### src/rtl/cp0_def_pkg.sv
// rtl/cp0_def_pkg.sv - shared cp0 widths and exception codes
package cp0_def_pkg;

    localparam int EXC_CODE_WIDTH = 5;
    localparam int INT_MASK_WIDTH = 8;

    localparam logic [EXC_CODE_WIDTH-1:0] EC_INT     = 5'd0;
    localparam logic [EXC_CODE_WIDTH-1:0] EC_TLB_MOD = 5'd1;
    localparam logic [EXC_CODE_WIDTH-1:0] EC_TLBL    = 5'd2;
    localparam logic [EXC_CODE_WIDTH-1:0] EC_TLBS    = 5'd3;
    localparam logic [EXC_CODE_WIDTH-1:0] EC_ADEL    = 5'd4;
    localparam logic [EXC_CODE_WIDTH-1:0] EC_ADES    = 5'd5;
    localparam logic [EXC_CODE_WIDTH-1:0] EC_SYSCALL = 5'd8;
    localparam logic [EXC_CODE_WIDTH-1:0] EC_RI      = 5'd10;
    localparam logic [EXC_CODE_WIDTH-1:0] EC_NONE    = 5'd30;
    localparam logic [EXC_CODE_WIDTH-1:0] EC_ERET    = 5'd31;

endpackage

### src/rtl/int_sync.sv
// rtl/int_sync.sv - multi-stage synchroniser for asynchronous interrupt lines
module int_sync #(
    parameter int WIDTH  = 6,
    parameter int STAGES = 2
) (
    input  logic             clk,
    input  logic             rst,
    input  logic [WIDTH-1:0] d,
    output logic [WIDTH-1:0] q
);

    logic [WIDTH-1:0] chain [STAGES];

    always_ff @(posedge clk) begin
        if (rst) begin
            for (int i = 0; i < STAGES; i++) begin
                chain[i] <= '0;
            end
        end else begin
            chain[0] <= d;
            for (int i = 1; i < STAGES; i++) begin
                chain[i] <= chain[i-1];
            end
        end
    end

    assign q = chain[STAGES-1];

endmodule

### src/rtl/exc_arbiter.sv
// rtl/exc_arbiter.sv - MEM-stage exception/interrupt arbiter feeding cp0
module exc_arbiter
    import cp0_def_pkg::*;
#(
    parameter int HW_INT_W    = 6,
    parameter int SYNC_STAGES = 2
) (
    input  logic                      clk,
    input  logic                      rst,
    input  logic [31:0]               status,
    input  logic [1:0]                sw_int,
    input  logic [HW_INT_W-1:0]       hw_int,
    input  logic                      int_timer_req,
    input  logic                      mem_insn_valid,
    input  logic [31:0]               mem_pc,
    input  logic                      mem_in_delay_slot,
    input  logic [EXC_CODE_WIDTH-1:0] mem_exc_code,
    input  logic [31:0]               mem_badvaddr,
    input  logic                      mem_eret,
    input  logic                      exc_jmp_flag,
    output logic [EXC_CODE_WIDTH-1:0] exc_code,
    output logic [31:0]               exc_epc,
    output logic [31:0]               exc_badvaddr,
    output logic [INT_MASK_WIDTH-1:0] cause_ip,
    output logic                      pipe_stall,
    output logic                      pipe_flush
);

    typedef enum logic [1:0] {
        ST_IDLE  = 2'd0,
        ST_ISSUE = 2'd1,
        ST_WAIT  = 2'd2
    } state_t;

    state_t                    state, state_next;
    logic [HW_INT_W-1:0]       hw_sync;
    logic                      int_pend;
    logic                      detect;
    logic [EXC_CODE_WIDTH-1:0] sel_code;
    logic [31:0]               sel_epc;
    logic [31:0]               sel_badvaddr;
    logic [31:0]               commit_epc;
    logic                      unused_status;

    int_sync #(
        .WIDTH  (HW_INT_W),
        .STAGES (SYNC_STAGES)
    ) u_int_sync (
        .clk (clk),
        .rst (rst),
        .d   (hw_int),
        .q   (hw_sync)
    );

    // Timer shares the top hardware line, so it bypasses the synchroniser.
    always_ff @(posedge clk) begin
        if (rst) begin
            cause_ip <= '0;
        end else begin
            cause_ip <= {hw_sync[HW_INT_W-1] | int_timer_req, hw_sync[HW_INT_W-2:0], sw_int};
        end
    end

    assign int_pend      = status[0] & ~status[1] & (|(cause_ip & status[15:8]));
    assign commit_epc    = mem_in_delay_slot ? (mem_pc - 32'd4) : mem_pc;
    assign unused_status = ^{status[31:16], status[7:2]};

    always_ff @(posedge clk) begin
        if (rst) begin
            state <= ST_IDLE;
        end else begin
            state <= state_next;
        end
    end

    always_comb begin
        state_next   = state;
        detect       = 1'b0;
        sel_code     = EC_NONE;
        sel_epc      = '0;
        sel_badvaddr = '0;
        pipe_flush   = 1'b0;
        case (state)
            ST_IDLE: begin
                if (mem_insn_valid) begin
                    if (int_pend) begin
                        detect   = 1'b1;
                        sel_code = EC_INT;
                        sel_epc  = commit_epc;
                    end else if (mem_exc_code != EC_NONE) begin
                        detect       = 1'b1;
                        sel_code     = mem_exc_code;
                        sel_epc      = commit_epc;
                        sel_badvaddr = mem_badvaddr;
                    end else if (mem_eret) begin
                        detect   = 1'b1;
                        sel_code = EC_ERET;
                    end
                end
                if (detect) begin
                    state_next = ST_ISSUE;
                end
            end
            ST_ISSUE: begin
                state_next = ST_WAIT;
            end
            ST_WAIT: begin
                if (exc_jmp_flag) begin
                    pipe_flush = 1'b1;
                    state_next = ST_IDLE;
                end
            end
            default: begin
                state_next = ST_IDLE;
            end
        endcase
    end

    assign pipe_stall = (state != ST_IDLE) | detect;

    // exc_code is live only during ISSUE; epc/badvaddr hold until the next event.
    always_ff @(posedge clk) begin
        if (rst) begin
            exc_code     <= EC_NONE;
            exc_epc      <= '0;
            exc_badvaddr <= '0;
        end else if (detect) begin
            exc_code     <= sel_code;
            exc_epc      <= sel_epc;
            exc_badvaddr <= sel_badvaddr;
        end else begin
            exc_code     <= EC_NONE;
        end
    end

endmodule

### config.mk
export PLATFORM = sky130hd
export DESIGN_NAME = exc_arbiter
export DESIGN_NICKNAME = d
export VERILOG_FILES = /design/src/rtl/cp0_def_pkg.sv /design/src/rtl/int_sync.sv /design/src/rtl/exc_arbiter.sv
export SDC_FILE = /design/constraint.sdc
export NUM_CORES = 1
export LEC_CHECK = 0
export CAP_MARGIN = 20
export CORE_ASPECT_RATIO = 0.6
export CORE_MARGIN = 2
export CORE_UTILIZATION = 40
export CTS_BUF_LIST = sky130_fd_sc_hd__clkbuf_8
export DETAILED_ROUTE_END_ITERATION = 16
export PLACE_DENSITY = 0.86
export SETUP_SLACK_MARGIN = 0.02
export SLEW_MARGIN = 20
export SYNTH_ARGS = -nofsm -noshare
export SYNTH_HDL_FRONTEND = slang
export SYNTH_SLANG_ARGS = --single-unit
### constraint.sdc
create_clock -name clk -period 3.1 [get_ports clk]
set_clock_uncertainty 0.15 [all_clocks]
set_input_delay 0.62 -clock clk [delete_from_list [all_inputs] [get_ports clk]]
set_output_delay 0.62 -clock clk [all_outputs]
set_load 0.05 [all_outputs]
==> summary.txt, run 1 <==
Pwr
  – Total power: 2.86 mW
  – PwrDens: 507 nW/um^2
  – Pleak: 2.08 nW
  – Peak supply drop: 0.000413 V

STA
  – RSZ-0062 raised after global routing: false
  – # setup viols final: 0
  – Worst relative slew slack: 58.7%
  – Worst slew pin tran: 0.618 ns
  – Pins over their slew limit: 0
  – F_max: 0.363 GHz
  – Fin Setup TNS: 0 ns
  – Final period utilization: 88.8%
  – Crit path time final: 2.75 ns
  – Final hold vios: 0

Die
  – Die area: 9520 um^2
  – Starting Density: 41.1%
  – Core area: 8490 um^2
  – Chip height: 76.4 um
  – Die X: 125 um
  – Row cnt: 26
  – Io pins: 195

Cells and area
  – Diode count: 0
  – Layout cells sized above 1: 9.54%
  – Layout Nets: 637
  – Layout area overhead: 61.5%

Yosys
  – Netlist cell types: 41
  – Syn Inst Count: 338
  – Post-synthesis register bit count: 91
  – Synthesized area per cell: 10.3 um^2
  – Yosys warnings: 0
  – Synthesized Nets: 455
  – Sequential area share after synthesis: 52.1%
  – Synthesized area: 3490 um^2

Global routing
  – Initial antenna violation count: 0
  – Global-route wire length before repair: 16.1 mm
  – Pin count of the biggest net entering global routing: 48
  – Total Routing Usage GR: 21.2%
  – Vias in the first global route: 3283
  – GRT Residual Overflow: 0

Worst hold path
  – WHS Path Cells: 1
  – Worst Hold Class: flop to flop

Route
  – DR WL/cell: 15.7 um
  – DRC Markers: 0
  – Post-route ant nets: 0
  – DRT iter0 DRCs: 164
  – Vias per cell: 5.16
  – WL final: 9.99 mm
  – DRT Pass-1 Iters: 4
  – Routed vias: 3283

Critical path
  – Crit-path max FO: 2
  – Critical-path cell list: clkdlybuf4s50_1 -> a22oi_1 -> a41o_1 -> nand2_1 -> o21ai_0 -> nand2_1 -> buf_4
  – Worst path max stage delay: 0.40 ns
  – Crit-path slowest cell: clkdlybuf4s50_1
  – CP Launch Type: primary input
  – Worst setup path category: primary input to primary output
  – Worst Setup End Kind: primary output
  – Most frequent CP cell: nand2_1
  – Reg2reg path depth: 7
  – Worst EP arrival: 1.98 ns
  – Crit path required time: 2.33 ns

Clock network
  – Clock Latency Late Sink: 0.35 ns
  – Clk pin slew, worst setup/hold paths: 0.08 ns
  – Setup bufs post-CTS: 0
  – CTS tree: built
  – Cts hold-fix bufs: 0
  – Clk sinks: 91
  – H-tree Lvls: 3
  – CTS Buffer Depth: 2
  – Clock root buffer: clkbuf_8
  – Post-CTS sizing: 0
  – TritonCTS buffer count: 9

Placement
  – Post-DP HPWL: 7.55 mm
  – Port Buf Inserts: 172
  – Routability cong.: 0.850

Status
  – Status: finished clean

Flow run
  – Max_cap viols: 0
layout make-up:
class | count | area [um^2]
multi-input cells | 226 | 1590
well taps | 112 | 140
repair buffers | 189 | 1860
clock buffers | 11 | 151
fillers | 653 | 2850
flip-flops and latches | 91 | 1820
clock inverters | 4 | 73.8
inverters | 3 | 11.3
layer usage:
layer  up-vias  share of wire [%]  GRT usage (%)  wire length, um
met5         -                  0              0                0
met4         0                1.4           6.18              141
met3        13                9.1           9.20              908
met2       124                 47           34.1             4660
met1      1556                 43           25.8             4280
li1       1590                  -              -                -
path summary, 6_finish.rpt:
check                           end  slack, ns                   start
max                      pipe_stall       0.35               status[8]
min          u_int_sync.chain[0][8]       0.29  u_int_sync.chain[0][2]
max reg2reg             exc_epc[22]       1.04             cause_ip[3]
min reg2reg  u_int_sync.chain[0][8]       0.29  u_int_sync.chain[0][2]
cells in the mapped netlist:
cell type | count | share of area, %
nor4_4 | 1 | 0.61
nor4b_1 | 1 | 0.25
or4_4 | 1 | 0.32
nand4_1 | 4 | 0.72
ha_1 | 1 | 0.36
nor4_1 | 8 | 1.4
o2bb2ai_2 | 3 | 1.3
o21ai_0 | 2 | 0.29
or3b_1 | 1 | 0.25
or2_1 | 1 | 0.18
or2_2 | 1 | 0.18
or3_2 | 1 | 0.21
buf_2 | 6 | 0.86
nand2b_1 | 2 | 0.36
nor2_1 | 31 | 3.3
or4_1 | 3 | 0.64
nand4bb_1 | 1 | 0.32
nor3_1 | 12 | 1.7
a21o_1 | 1 | 0.21
nor3b_1 | 1 | 0.21
nand3_1 | 2 | 0.29
a22oi_1 | 19 | 4.1
or3_1 | 4 | 0.72
clkbuf_1 | 10 | 1.1
o21ai_1 | 1 | 0.14
a22o_1 | 32 | 8.0
dfxtp_1 | 91 | 52
o21a_1 | 2 | 0.43
nor4_2 | 5 | 1.8
a21oi_1 | 6 | 0.86
xnor2_1 | 21 | 5.3
o2bb2ai_1 | 12 | 3.0
buf_6 | 1 | 0.32
nor2b_1 | 20 | 3.6
inv_1 | 3 | 0.32
buf_1 | 1 | 0.11
a41o_1 | 1 | 0.29
nand2_1 | 18 | 1.9
a21bo_2 | 1 | 0.29
xor2_1 | 5 | 1.3
or3_4 | 1 | 0.32
state kept, by name, indices dropped and copies added, names as in the netlist:
register          flops
state                 2
exc_epc              32
exc_code              5
cause_ip              8
exc_badvaddr         32
u_int_sync.chain     12
where the power goes:
part | switching, mW | internal (mW) | total, mW
registers | 0.0387 | 1.24 | 1.28
clock network | 0.386 | 0.494 | 0.880
logic | 0.401 | 0.297 | 0.698
worst max-delay path, delay by kind of cell:
family / cells / cell delay [ns]
buf+inv: 2 / 0.58
compound gates: 3 / 0.63
simple gates: 2 / 0.15
cell families after synthesis:
family          after synthesis  synth area share, %
fa+ha+maj                     1                0.358
simple gates                119                 19.4
buf+inv                      21                 2.69
compound gates               80                 18.9
flops                        91                 52.1
xor+xnor                     26                 6.52
stage by stage:
stage	cell area (um^2)	hold slack [ns]	utilization [%]	cells	setup slack (ns)
floorplan	3490	0.261	-	338	0.669
global placement	5420	0.266	63.8	621	0.121
detailed placement	5420	0.277	63.8	621	0.0749
CTS	5640	0.297	66.5	636	0.333
global route	5640	0.309	66.5	636	0.202
finish	5640	0.291	66.5	636	0.347
cells in the final DEF, fill, tap and decap left out, types with 3 or more instances in the layout:
cell / instances
o2bb2ai_2: 3
dfxtp_1: 91
nor3_1: 12
inv_1: 3
o2bb2ai_1: 12
nor4_1: 8
xnor2_1: 21
nor2b_1: 19
nand2_1: 18
a22o_1: 32
nor4_2: 5
buf_4: 18
clkbuf_8: 11
or4_1: 3
a21oi_1: 6
or3_1: 4
nand4_1: 4
xor2_1: 5
a22oi_1: 19
nor2_1: 30
clkdlybuf4s50_1: 170
(Power assumes the default switching activity.)
==> inputs of run 2 (changes only) <==
--- a/config.mk
+++ b/config.mk
@@ -6,12 +6,14 @@
 export NUM_CORES = 1
 export LEC_CHECK = 0
 export CAP_MARGIN = 20
+export CELL_PAD_IN_SITES_DETAIL_PLACEMENT = 1
+export CELL_PAD_IN_SITES_GLOBAL_PLACEMENT = 2
 export CORE_ASPECT_RATIO = 0.6
 export CORE_MARGIN = 2
-export CORE_UTILIZATION = 40
+export CORE_UTILIZATION = 22
 export CTS_BUF_LIST = sky130_fd_sc_hd__clkbuf_8
 export DETAILED_ROUTE_END_ITERATION = 16
-export PLACE_DENSITY = 0.86
+export PLACE_DENSITY = 0.84
 export SETUP_SLACK_MARGIN = 0.02
 export SLEW_MARGIN = 20
 export SYNTH_ARGS = -nofsm -noshare
==> run 2 against run 1 <==
Effect of this change: clock-buffer cell count is 2 lower; register-to-register slack better by 0.05 ns; sequential power hardly changed; cell count is 15% higher; largest cell class unchanged; largest power group unchanged.
==> summary.txt, run 2 (synthesis gave the netlist of run 1 again) <==
Status
  – Status: finished clean

Clock network
  – Clk sinks: 91 (unchanged)
  – H-tree Lvls: 3 (unchanged)
  – TritonCTS buffer count: 9 (unchanged)
  – Clk pin slew, worst setup/hold paths: 0.10 ns (+0.02 ns)
  – Cts hold-fix bufs: 0 (unchanged)
  – CTS Buffer Depth: 2 (unchanged)
  – Post-CTS sizing: 0 (unchanged)
  – Setup bufs post-CTS: 0 (unchanged)
  – CTS tree: built
  – Clock root buffer: clkbuf_8
  – Clock Latency Late Sink: 0.36 ns (about the same)

Route
  – DR WL/cell: 16.1 um (+2.3%)
  – DRC Markers: 0 (unchanged)
  – DRT Pass-1 Iters: 4 (unchanged)
  – Vias per cell: 4.47 (-13%)
  – WL final: 11.8 mm (+18%)
  – Post-route ant nets: 0 (unchanged)
  – Routed vias: 3279 (-0.12%)
  – DRT iter0 DRCs: 138 (-16%)

STA
  – RSZ-0062 raised after global routing: false
  – Worst relative slew slack: 63.1% (+4.4 points)
  – # setup viols final: 0 (unchanged)
  – Setup ws final: 0.296 ns (-0.0508 ns)
  – Hold Slack: 0.290 ns (-0.000844 ns)
  – Crit path time final: 2.80 ns (+0.0508 ns)
  – F_max: 0.357 GHz (-1.8%)
  – Final period utilization: 90.4% (+1.6 points)
  – Final hold vios: 0 (unchanged)
  – Pins over their slew limit: 0 (unchanged)
  – Fin Setup TNS: 0 ns (unchanged)
  – Worst slew pin tran: 0.551 ns (-0.0665 ns)

Cells and area
  – Layout area overhead: 64.4%
  – Commonest non-fill, non-tap cell in the layout: clkdlybuf4s50_1
  – Layout cells sized above 1: 10.6% (+1.0 points)
  – Layout Nets: 642 (+0.78%)
  – Final core area utilization: 37.2% (-29 points)
  – Most frequent cells in the layout: 170 x clkdlybuf4s50_1, 91 x dfxtp_1, 32 x a22o_1, 30 x nor2_1, 23 x buf_4
  – Biggest regs: exc_badvaddr: 32 flops, exc_epc: 32 flops, u_int_sync.chain: 12 flops
  – Diode count: 0 (unchanged)

Die
  – Die area: 16900 um^2 (+78%)
  – Io pins: 195 (unchanged)
  – Row cnt: 35 (+35%)
  – Starting Density: 22.6% (-19 points)
  – Core area: 15500 um^2 (+82%)
  – Die X: 167 um (+34%)
  – Chip height: 102 um (+33%)

Global routing
  – Initial antenna violation count: 0 (unchanged)
  – Vias in the first global route: 3536 (+7.7%)
  – Global-route wire length before repair: 18.6 mm (+15%)
  – Total Routing Usage GR: 13.9% (-7.3 points)
  – Pin count of the biggest net entering global routing: 48 (unchanged)
  – GRT Residual Overflow: 0 (unchanged)

Critical path
  – Worst Setup End Kind: primary output
  – CP Launch Type: primary input
  – Most frequent CP cell: nand2_1
  – Worst EP arrival: 2.03 ns (+0.05 ns)
  – Buffers plus inverters on the worst setup path: 2 (unchanged)
  – Crit path required time: 2.33 ns (about the same)
  – Crit-path max FO: 2 (unchanged)
  – Worst setup path category: primary input to primary output
  – Reg2reg path depth: 7 (unchanged)
  – Crit-path slowest cell: clkdlybuf4s50_1
  – RR Endpoint: exc_badvaddr[23]
  – Worst reg2reg startpoint: cause_ip[2]
  – R2R setup slack: 1.09 ns (+0.05 ns)
  – Worst path max stage delay: 0.40 ns (about the same)
  – Critical-path cell list: clkdlybuf4s50_1 -> a22oi_1 -> a41o_1 -> nand2_1 -> o21ai_0 -> nand2_1 -> buf_4
  – CP top delay family: compound AO/OA/AOI/OAI gates

Worst hold path
  – Worst Hold Class: flop to flop
  – Hold_sp: u_int_sync.chain[0][11]
  – Worst hold endpoint: cause_ip[7]
  – WHS Path Cells: 2 (+1)

Placement
  – Dpl ws: 0.128 ns (+0.0530 ns)
  – Post-DP HPWL: 8.87 mm (+18%)
  – Routability cong.: 0.791 (-7.0%)
  – Port Buf Inserts: 172 (unchanged)

Pwr
  – Pleak: 2.07 nW (-0.31%)
  – PwrDens: 478 nW/um^2 (-5.6%)
  – Clock power frac: 27.4% (-3.4 points)
  – Int Power: 1.84 mW (-9.5%)
  – Psw: 0.908 mW (+9.9%)
  – Seq pwr share: 46.7% (+1.9 points)
  – Sw frac: 33.0% (+4.2 points)
  – Peak supply drop: 0.000186 V (-55%)
  – Logic pwr share: 25.9% (+1.5 points)

Flow run
  – Max_cap viols: 0 (unchanged)
-- run 2: cell types whose count changed in the layout (fill, tap and decap cells not counted) --
cell,change
inv_6,+2
bufinv_16,-2
buf_4,+5
clkinv_2,+1
clkbuf_8,-2
clkinvlp_4,+2
-- run 2: worst max path at each step --
stage / start / to / slack (ns) / cells after the start
final: status[11] / pipe_stall / 0.30 / 7
after global routing: status[11] / pipe_stall / 0.19 / 7
after CTS: status[10] / pipe_stall / 0.29 / 7
after detailed placement: mem_pc[2] / exc_epc[18] / 0.13 / 8
after global placement: mem_pc[8] / exc_epc[28] / 0.16 / 6
after floorplan: mem_pc[2] / exc_epc[28] / 0.67 / 8
-- run 2: power by group through the flow --
| stage | Combinational [mW] | Sequential, mW | Clock, mW |
|---|---|---|---|
| floorplan | 0.152 | 1.53 | 0 |
| CTS | 0.718 | 1.28 | 0.796 |
| global placement | 0.701 | 1.31 | 0 |
| detailed placement | 0.716 | 1.31 | 0 |
| finish | 0.711 | 1.28 | 0.753 |
| global route | 0.749 | 1.29 | 0.854 |
-- run 2: final cells by class --
| type | instances | area (um^2) |
|---|---|---|
| fillers | 1721 | 9710 |
| repair buffers | 194 | 1890 |
| flip-flops and latches | 91 | 1820 |
| multi-input cells | 226 | 1590 |
| well taps | 203 | 254 |
| clock buffers | 9 | 124 |
| clock inverters | 7 | 51.3 |
| inverters | 3 | 11.3 |
-- run 2: per-layer routing --
metal | vias to the layer above | track usage [%] | share of wire, %
li1 | 1601 | - | -
met1 | 1566 | 18.6 | 48
met2 | 101 | 21.7 | 44
met3 | 11 | 4.53 | 6.9
met4 | 0 | 3.78 | 0.94
met5 | - | 0 | 0
-- run 2: through the flow --
| step | std cells | total power [mW] | cell area (um^2) |
|---|---|---|---|
| 6_report | 733 | 2.75 | 5740 |
| 3_3_place_gp | 717 | 2.01 | 5570 |
| 4_1_cts | 733 | 2.80 | 5740 |
| 5_1_grt | 733 | 2.90 | 5740 |
| 2_1_floorplan | 338 | 1.68 | 3490 |
| 3_5_place_dp | 717 | 2.02 | 5570 |
-- run 2: worst min-delay path: cells and delay by family, from the launching register on --
| family | cells | cell delay, ns |
|---|---|---|
| flops | 1 | 0.32 |
| simple gates | 2 | 0.11 |
==> inputs of run 3 (changes only) <==
--- a/config.mk
+++ b/config.mk
@@ -7,13 +7,14 @@
 export LEC_CHECK = 0
 export CAP_MARGIN = 20
 export CELL_PAD_IN_SITES_DETAIL_PLACEMENT = 1
-export CELL_PAD_IN_SITES_GLOBAL_PLACEMENT = 2
+export CELL_PAD_IN_SITES_GLOBAL_PLACEMENT = 1
 export CORE_ASPECT_RATIO = 0.6
 export CORE_MARGIN = 2
-export CORE_UTILIZATION = 22
+export CORE_UTILIZATION = 29
 export CTS_BUF_LIST = sky130_fd_sc_hd__clkbuf_8
 export DETAILED_ROUTE_END_ITERATION = 16
-export PLACE_DENSITY = 0.84
+export PLACE_DENSITY = 0.86
+export REMOVE_ABC_BUFFERS = 1
 export SETUP_SLACK_MARGIN = 0.02
 export SLEW_MARGIN = 20
 export SYNTH_ARGS = -nofsm -noshare
==> run 3 against run 2 <==
Effect of this change: sequential power is essentially flat; worst setup slack lost 0.014 ns; routed wire length fell by 0.52%; critical path depth unchanged; sequential cell count stayed put; total power grew 2.3%; combinational power shrank 0.8%; design area fell by 1.2%; via count increased by 0.46%; maximum frequency shrank 0.51%; clock power rose by 9.2%; non-clock buffer count fell by 5; critical path type unchanged; highest routed layer unchanged.
==> summary.txt, run 3 (synthesis gave the netlist of run 1 again) <==
Route
  – Vias per cell: 4.81 (+7.5%)
  – Highest Signal Layer: met4
  – Met3 WL post-DR: 757 um (-7.1%)
  – WL final: 11.7 mm (-0.52%)
  – DRT Pass-1 Iters: 4 (unchanged)
  – DRT met1 WL: 5.43 mm (-4.3%)
  – DRC Markers: 0 (unchanged)
  – DRT iter0 DRCs: 106 (-23%)
  – DR WL/cell: 17.1 um (+6.5%)
  – Routed vias: 3294 (+0.46%)
  – WL met2: 5.44 mm (+5.0%)
  – Post-route ant nets: 0 (unchanged)

Global routing
  – Vias in the first global route: 3446 (-2.5%)
  – Global-route wire length before repair: 18.5 mm (-0.74%)
  – Pin count of the biggest net entering global routing: 48 (unchanged)
  – GRT Residual Overflow: 0 (unchanged)
  – Initial antenna violation count: 0 (unchanged)
  – Total Routing Usage GR: 18.3% (+4.4 points)

STA
  – Crit path time final: 2.82 ns (+0.0143 ns)
  – Worst relative slew slack: 58.9% (-4.2 points)
  – Worst slew pin tran: 0.615 ns (+0.0636 ns)
  – Final period utilization: 90.9% (+0.46 points)
  – Hold Slack: 0.294 ns (+0.00410 ns)
  – Pins over their slew limit: 0 (unchanged)
  – Final hold vios: 0 (unchanged)
  – # setup viols final: 0 (unchanged)
  – RSZ-0062 raised after global routing: false
  – Setup ws final: 0.282 ns (-0.0143 ns)
  – Fin Setup TNS: 0 ns (unchanged)
  – F_max: 0.355 GHz (-0.51%)

Clock network
  – TritonCTS buffer count: 9 (unchanged)
  – H-tree Lvls: 3 (unchanged)
  – CTS tree: built
  – Clk sinks: 91 (unchanged)
  – Clock Latency Late Sink: 0.37 ns (about the same)
  – Cts hold-fix bufs: 0 (unchanged)
  – Setup bufs post-CTS: 0 (unchanged)
  – Post-CTS sizing: 0 (unchanged)
  – CTS Buffer Depth: 2 (unchanged)
  – Clock root buffer: clkbuf_8
  – Clk pin slew, worst setup/hold paths: 0.10 ns (about the same)

Worst hold path
  – WHS Path Cells: 1 (-1)
  – Worst Hold Class: flop to flop

Cells and area
  – Layout cells sized above 1: 9.52% (-1.0 points)
  – Final Non-Filler Cells: 685 (-6.5%)
  – FF+latch area: 1820 um^2 (unchanged)
  – Footprint of the multi-input gates: 1590 um^2 (unchanged)
  – Layout Nets: 637 (-0.78%)
  – Commonest non-fill, non-tap cell in the layout: clkdlybuf4s50_1
  – Design Area, Final: 5680 um^2 (-1.2%)
  – Fill cells: 1293 (-25%)
  – Most frequent cells in the layout: 170 x clkdlybuf4s50_1, 91 x dfxtp_1, 32 x a22o_1, 30 x nor2_1, 21 x xnor2_1
  – Layout area overhead: 62.5%
  – Final core area utilization: 49.3% (+12 points)
  – Diode count: 0 (unchanged)
  – Biggest regs: exc_badvaddr: 32 flops, exc_epc: 32 flops, u_int_sync.chain: 12 flops

Pwr
  – Pleak: 2.07 nW (-0.38%)
  – PwrDens: 495 nW/um^2 (+3.5%)
  – Total power: 2.81 mW (+2.3%)
  – Peak supply drop: 0.000257 V (+39%)

Critical path
  – Reg2reg path depth: 7 (unchanged)
  – Worst setup path category: primary input to primary output
  – Crit path required time: 2.33 ns (about the same)
  – Crit-path max FO: 2 (unchanged)
  – Worst EP arrival: 2.05 ns (+0.02 ns)
  – CP Launch Type: primary input
  – Worst Setup End Kind: primary output

Die
  – Row cnt: 30 (-14%)
  – Die X: 146 um (-13%)
  – Core area: 11500 um^2 (-25%)
  – Starting Density: 30.3% (+7.7 points)
  – Io pins: 195 (unchanged)
  – Die area: 13000 um^2 (-23%)
  – Chip height: 89.0 um (-12%)

Placement
  – Placement Cell Area: 5480 um^2 (-1.6%)
  – Port Buf Inserts: 172 (unchanged)
  – Dpl ws: 0.114 ns (-0.0143 ns)
  – DP Cell Count: 669 (-6.7%)
  – Routability cong.: 0.888 (+12%)
  – Post-DP HPWL: 9.22 mm (+3.9%)

Flow run
  – Max_cap viols: 0 (unchanged)

Status
  – Status: finished clean
## run 3: cell count changes in the layout (fill, tap and decap cells not counted), sizes merged
cell,before,now
inv,5,6
clkinv,3,2
buf,24,19
bufinv,0,1
clkinvlp,2,1
## run 3: where the power goes
part	total (mW)	switching (mW)	internal, mW
registers	1.28	0.0404	1.24
logic	0.705	0.408	0.297
clock network	0.822	0.443	0.379
total	2.81	0.892	1.92
## run 3: critical path, stage by stage
cell and delay [ns]:
clkdlybuf4s50_1 0.42, a22oi_1 0.21, a41o_1 0.26, nand2_1 0.09, o21ai_0 0.15, nand2_1 0.09, buf_4 0.19
## run 3: path summary, 6_finish.rpt
path                                        startpoint                to  slack (ns)
worst min-delay path            u_int_sync.chain[0][7]       cause_ip[3]        0.29
worst min register to register  u_int_sync.chain[0][7]       cause_ip[3]        0.29
worst max-delay path                        status[11]        pipe_stall        0.28
worst max register to register             cause_ip[3]  exc_badvaddr[30]        1.04
## run 3: metal layers
layer / global-route usage [%] / vias to the layer above
li1: - / 1592
met1: 22.7 / 1573
met2: 31.6 / 121
met3: 5.97 / 8
met4: 4.55 / 0
met5: 0 / -
## run 3: cell type report
class	instances	area share, %
clock buffers	9	2.18
repair buffers	189	32.7
inverters	3	0.198
well taps	160	3.53
flip-flops and latches	91	32.1
clock inverters	7	1.34
multi-input cells	226	28.0
